[src/rtl/bp_pkg.sv]
// Shared types and helpers for the dynamic branch predictor: saturating counter math,
// BTB entry layout and the gshare index hash.
package bp_pkg;

    localparam int unsigned MAX_CTR_BITS = 4;
    localparam int unsigned MAX_TAG_W    = 32;
    localparam int unsigned MAX_IDX_W    = 32;

    typedef logic [MAX_CTR_BITS-1:0] ctrT;

    typedef struct packed {
        logic                 valid;
        logic [MAX_TAG_W-1:0] tag;
        logic [63:0]          target;
    } btbEntryT;

    function automatic ctrT ctrMax(int unsigned bits);
        return ctrT'((1 << bits) - 1);
    endfunction

    function automatic ctrT satInc(ctrT v, int unsigned bits);
        return (v >= ctrMax(bits)) ? v : v + 1'b1;
    endfunction

    function automatic ctrT satDec(ctrT v);
        return (v == '0) ? v : v - 1'b1;
    endfunction

    // 2^(bits-1)-1, which degenerates to 0 for a 1-bit counter
    function automatic ctrT weakNotTaken(int unsigned bits);
        return ctrT'((1 << (bits - 1)) - 1);
    endfunction

    function automatic logic [MAX_IDX_W-1:0] phtHash(logic [63:0] pc,
                                                     logic [MAX_IDX_W-1:0] hist,
                                                     int unsigned idxW);
        logic [MAX_IDX_W-1:0] mask;
        mask = MAX_IDX_W'((64'd1 << idxW) - 64'd1);
        return (pc[MAX_IDX_W+1:2] ^ hist) & mask;
    endfunction

endpackage

[src/rtl/sat_counter_table.sv]
// Pattern history table: array of saturating counters with a combinational read port
// and a synchronous increment/decrement port.
module sat_counter_table
    import bp_pkg::*;
#(
    parameter int unsigned ENTRIES  = 64,
    parameter int unsigned CTR_BITS = 2
) (
    input  logic                       clk,
    input  logic                       reset,
    input  logic [$clog2(ENTRIES)-1:0] rdIdx,
    output logic [CTR_BITS-1:0]        rdCtr,
    input  logic                       wrEn,
    input  logic [$clog2(ENTRIES)-1:0] wrIdx,
    input  logic                       wrTaken
);

    localparam ctrT WNT = weakNotTaken(CTR_BITS);

    logic [CTR_BITS-1:0] ctrQ [ENTRIES];
    ctrT                 wrOld;
    ctrT                 wrNew;
    logic                unusedBits;

    assign rdCtr = ctrQ[rdIdx];

    always_comb begin
        wrOld = '0;
        wrOld[CTR_BITS-1:0] = ctrQ[wrIdx];
        wrNew = wrTaken ? satInc(wrOld, CTR_BITS) : satDec(wrOld);
    end

    assign unusedBits = ^wrNew;

    always_ff @(posedge clk or negedge reset) begin
        if (!reset) begin
            for (int unsigned i = 0; i < ENTRIES; i++) begin
                ctrQ[i] <= WNT[CTR_BITS-1:0];
            end
        end else if (wrEn) begin
            ctrQ[wrIdx] <= wrNew[CTR_BITS-1:0];
        end
    end

endmodule

[src/rtl/dyn_branch_predictor.sv]
// Gshare/bimodal direction predictor with a direct-mapped BTB, speculative global history
// with misprediction repair, and saturating resolution statistics.
module dyn_branch_predictor
    import bp_pkg::*;
#(
    parameter int unsigned PHT_ENTRIES = 64,
    parameter int unsigned CTR_BITS    = 2,
    parameter int unsigned HIST_LEN    = 6,
    parameter int unsigned BTB_ENTRIES = 32,
    parameter int unsigned TAG_W       = 10,
    localparam int unsigned GHR_W      = (HIST_LEN == 0) ? 1 : HIST_LEN
) (
    input  logic             clk,
    input  logic             reset,
    input  logic             pred_req,
    input  logic [63:0]      pred_pc,
    output logic             pred_taken,
    output logic             pred_hit,
    output logic [63:0]      pred_next_pc,
    output logic [GHR_W-1:0] pred_ghr,
    input  logic             upd_valid,
    input  logic [63:0]      upd_pc,
    input  logic             upd_taken,
    input  logic [63:0]      upd_target,
    input  logic [GHR_W-1:0] upd_ghr,
    input  logic             upd_mispredict,
    output logic [31:0]      stat_branches,
    output logic [31:0]      stat_mispredicts
);

    localparam int unsigned PHT_IDX_W = $clog2(PHT_ENTRIES);
    localparam int unsigned BTB_IDX_W = $clog2(BTB_ENTRIES);
    localparam int unsigned TAG_LSB   = BTB_IDX_W + 2;

    logic [GHR_W-1:0]     ghrQ, ghrD;
    logic [MAX_IDX_W-1:0] predHist, updHist, predHashFull, updHashFull;
    logic [PHT_IDX_W-1:0] predPhtIdx, updPhtIdx;
    logic [CTR_BITS-1:0]  predCtr;
    logic [BTB_IDX_W-1:0] predBtbIdx, updBtbIdx;
    logic [MAX_TAG_W-1:0] predTag, updTag;
    btbEntryT             btbQ [BTB_ENTRIES];
    btbEntryT             predEntry;
    logic [31:0]          statBrQ, statBrD, statMpQ, statMpD;
    logic                 unusedBits;

    // History is zero-extended into the index; with HIST_LEN=0 it is forced to zero.
    always_comb begin
        predHist = '0;
        updHist  = '0;
        if (HIST_LEN != 0) begin
            predHist[GHR_W-1:0] = ghrQ;
            updHist[GHR_W-1:0]  = upd_ghr;
        end
        predHashFull = phtHash(pred_pc, predHist, PHT_IDX_W);
        updHashFull  = phtHash(upd_pc, updHist, PHT_IDX_W);
        predPhtIdx   = predHashFull[PHT_IDX_W-1:0];
        updPhtIdx    = updHashFull[PHT_IDX_W-1:0];
    end

    sat_counter_table #(
        .ENTRIES  (PHT_ENTRIES),
        .CTR_BITS (CTR_BITS)
    ) u_pht (
        .clk     (clk),
        .reset   (reset),
        .rdIdx   (predPhtIdx),
        .rdCtr   (predCtr),
        .wrEn    (upd_valid),
        .wrIdx   (updPhtIdx),
        .wrTaken (upd_taken)
    );

    always_comb begin
        predTag = '0;
        updTag  = '0;
        predTag[TAG_W-1:0] = pred_pc[TAG_LSB +: TAG_W];
        updTag[TAG_W-1:0]  = upd_pc[TAG_LSB +: TAG_W];
        predBtbIdx = pred_pc[2 +: BTB_IDX_W];
        updBtbIdx  = upd_pc[2 +: BTB_IDX_W];
        predEntry  = btbQ[predBtbIdx];
    end

    assign pred_hit     = predEntry.valid && (predEntry.tag == predTag);
    assign pred_taken   = pred_hit && predCtr[CTR_BITS-1];
    assign pred_next_pc = pred_taken ? predEntry.target : pred_pc + 64'd4;
    assign pred_ghr     = ghrQ;

    always_ff @(posedge clk or negedge reset) begin
        if (!reset) begin
            for (int unsigned i = 0; i < BTB_ENTRIES; i++) begin
                btbQ[i] <= '0;
            end
        end else if (upd_valid && upd_taken) begin
            btbQ[updBtbIdx] <= '{valid: 1'b1, tag: updTag, target: upd_target};
        end
    end

    // Repair from the resolved branch beats any speculative shift in the same cycle.
    always_comb begin
        ghrD = ghrQ;
        if (HIST_LEN != 0) begin
            if (upd_valid && upd_mispredict) begin
                ghrD = GHR_W'({upd_ghr, upd_taken});
            end else if (pred_req && pred_hit) begin
                ghrD = GHR_W'({ghrQ, pred_taken});
            end
        end
    end

    always_comb begin
        statBrD = statBrQ;
        statMpD = statMpQ;
        if (upd_valid && (statBrQ != '1)) begin
            statBrD = statBrQ + 32'd1;
        end
        if (upd_valid && upd_mispredict && (statMpQ != '1)) begin
            statMpD = statMpQ + 32'd1;
        end
    end

    always_ff @(posedge clk or negedge reset) begin
        if (!reset) begin
            ghrQ    <= '0;
            statBrQ <= '0;
            statMpQ <= '0;
        end else begin
            ghrQ    <= ghrD;
            statBrQ <= statBrD;
            statMpQ <= statMpD;
        end
    end

    assign stat_branches    = statBrQ;
    assign stat_mispredicts = statMpQ;

    assign unusedBits = ^{pred_pc, upd_pc, upd_ghr, predHashFull, updHashFull};

endmodule
[config.mk]
export PLATFORM = sky130hd
export DESIGN_NAME = dyn_branch_predictor
export DESIGN_NICKNAME = d
export VERILOG_FILES = /design/src/rtl/bp_pkg.sv /design/src/rtl/sat_counter_table.sv /design/src/rtl/dyn_branch_predictor.sv
export SDC_FILE = /design/constraint.sdc
export NUM_CORES = 2
export LEC_CHECK = 0
export ABC_CLOCK_PERIOD_IN_PS = 14200
export CORE_MARGIN = 1.5
export CORE_UTILIZATION = 40
export DETAILED_ROUTE_END_ITERATION = 10
export PLACE_DENSITY = 0.57
export SLEW_MARGIN = 10
export SYNTH_ARGS = -nofsm -noshare
export SYNTH_HDL_FRONTEND = slang
export SYNTH_HIERARCHICAL = 1
export SYNTH_SLANG_ARGS = --single-unit
[constraint.sdc]
create_clock -name clk -period 14.2 [get_ports clk]
set_input_delay 3.55 -clock clk [delete_from_list [all_inputs] [get_ports clk]]
set_output_delay 3.55 -clock clk [all_outputs]
set_load 0.02 [all_outputs]
==> metrics <==
detailed placement HPWL=195.6 mm; Max Freq=0.07851 GHz; area grow syn2layout=13.71%; Hold Path Sink=btbQ[2618]; Final Util=0.4579; io pins=340; via/cell ratio=5.761; Post-Place Worst Slack=1.495 ns; max-slew violation count=0; Max IR drop VDD=0.1015 mV; clk sinks=2,598; critical path class=primary input to primary output; final hold violation count=0; Pleak=61.21 nW; FF-to-FF path depth=8; Final Setup Violations=0; clk_skew=0.05406 ns; Setup Fix Bufs, Post-CTS=0; DRT iter0 DRCs=4,716; max_slew headroom=0.1797; Hold Crit Start=btbQ[2618]; clock buffer depth=4; syn avg cell area=15.48 um^2; Cells after Synth=7,741; Tmin final=12.74 ns; nets@finish=7,962; Fillers=25.89k; area of the core=297,500 um^2; TritonCTS Buffers=299; Reg-to-Reg End=u_pht/ctrQ[101]; Max-Cap Viols=0; worst reg2reg startpoint=u_pht/ctrQ[0]; status=completed; fin worst setup slack=1.462 ns; Hold Crit Depth=1; Net Count, Synth=7,948; DRC Markers=0; critical path fanouts, max=7; router iterations before antenna repair=5; Root Driver=clkbuf_16; largest net degree at the start of global routing=193; Antenna Nets Post-Route=0; crit end category=primary output; CTS resizes=0; initial antenna violation count=33; gr usage total=0.2302; row cnt=200; share of layout cells above drive strength 1=0.4875; R2R Setup Slk=10.16 ns; RSZ-0062 raised after global routing=no; Final GP Congestion=0.7839; Overflow after GRT=0; WL final=345.6 mm; vias=68.70k; die area=302,800 um^2; Worst-Margin Slew=1.227 ns; # H-tree levels=5; Min-Delay Path Class=flip-flop to flip-flop; vias in the first global route=73.75k; CP Launch Type=primary input; TritonCTS clock tree=yes; CTS Hold Buffers Added=0; port bufs=290; setup TNS=0 ns; clk slew on worst S/H paths=0.06 ns; Starting Density=0.4027; Mapped Area=119,800 um^2; WP data arrival=9.19 ns; Routed WL per cell=28.98 um; Warnings, synthesis=6; Clock Latency Late Sink=0.91 ns; final worst-path cycle share=0.8970; pwr dens=141.7 nW/um^2; CP required=10.65 ns; first-pass GRT wire length=515.3 mm; die width=550.3 um; Die H=550.3 um
==> flip-flops by register name, summed over array words and instances (netlist names) <==
| name | flops |
|---|---|
| stat_mispredicts | 32 |
| u_pht/ctrQ | 128 |
| stat_branches | 32 |
| btbQ | 2400 |
| pred_ghr | 6 |
==> power by group <==
part	total, mW	leakage (nW)	internal [mW]	switching, mW
Clock	7.72	4.81	4.58	3.14
Sequential	8.97	34.3	8.46	0.506
Combinational	2.61	22.1	1.48	1.14
Total	19.3	61.2	14.5	4.78
==> layout by cell type, fill, tap and decap left out, types with 8 or more instances in the layout <==
cell,count
clkdlybuf4s50_1,284
xor2_1,51
nor3_1,18
clkinv_2,37
clkinv_8,8
inv_6,9
nor2_1,88
xnor2_1,85
nor2b_1,16
nand4_1,33
or2_2,21
a211oi_1,11
nand3b_1,12
dfstp_2,64
inv_1,14
mux2_2,2396
nand3_1,61
mux2i_1,170
nand2_1,293
o21ai_0,75
nor2_4,17
buf_4,138
dfrtp_1,2534
clkbuf_16,305
a21oi_1,32
buf_12,20
and3_1,27
a22oi_1,15
and2_1,8
clkbuf_1,76
nand2b_1,23
bufinv_16,16
diode_2,10
mux4_2,738
and4_1,13
clkbuf_8,64
o31ai_1,64
nand2_4,12
==> per-layer routing <==
layer / wire [um] / up-vias / GRT usage
met5: 146 / - / 0
met4: 9542 / 26 / 0.06529
met2: 161100 / 1493 / 0.3627
met3: 16910 / 520 / 0.03723
met1: 157900 / 37930 / 0.3290
li1: - / 28730 / -
==> per-stage QoR <==
step / instances / power [mW] / cell area [um^2] / hold WS [ns]
detailed placement: 11390 / 11.74 / 126400 / 0.4471
floorplan: 7741 / 10.84 / 119800 / 0.4287
finish: 11930 / 19.31 / 136300 / 0.4643
global route: 11920 / 20.14 / 136200 / 0.4789
global placement: 11390 / 11.59 / 126400 / 0.4438
CTS: 11920 / 19.53 / 136200 / 0.4645
==> area by class of cell <==
cell class / count / area (um^2) / area share
Tap cell: 3939 / 4928 / 0.03617
Sequential cell: 2598 / 65090 / 0.4777
Clock buffer: 445 / 8798 / 0.06457
Clock inverter: 77 / 985.9 / 0.007236
Inverter: 16 / 67.56 / 0.0004959
Timing Repair Buffer: 449 / 4399 / 0.03229
Antenna cell: 10 / 25.02 / 0.0001837
Multi-Input combinational cell: 4391 / 51960 / 0.3813
==> worst max-delay path by stage <==
stage	from	endpoint	cells after the start
6_report	pred_pc[15]	pred_next_pc[63]	13
3_3_place_gp	pred_pc[3]	pred_next_pc[16]	14
4_1_cts	pred_pc[15]	pred_next_pc[63]	13
2_1_floorplan	pred_pc[2]	pred_next_pc[10]	19
5_1_grt	pred_pc[3]	pred_next_pc[38]	13
3_5_place_dp	pred_pc[15]	pred_next_pc[63]	13
==> worst max-delay path, cell delays in order <==
cell and delay (ns):
clkdlybuf4s50_1 0.97, and4_1 0.52, and4_1 0.33, nand3_1 0.12
buf_4 0.19, nor4_4 0.68, and2_1 0.37, nand3_2 0.42
nor3_1 0.66, buf_4 0.27, xnor2_1 0.07, mux2i_1 0.28
clkdlybuf4s50_1 0.68
Power figures use the tool's default switching activity.
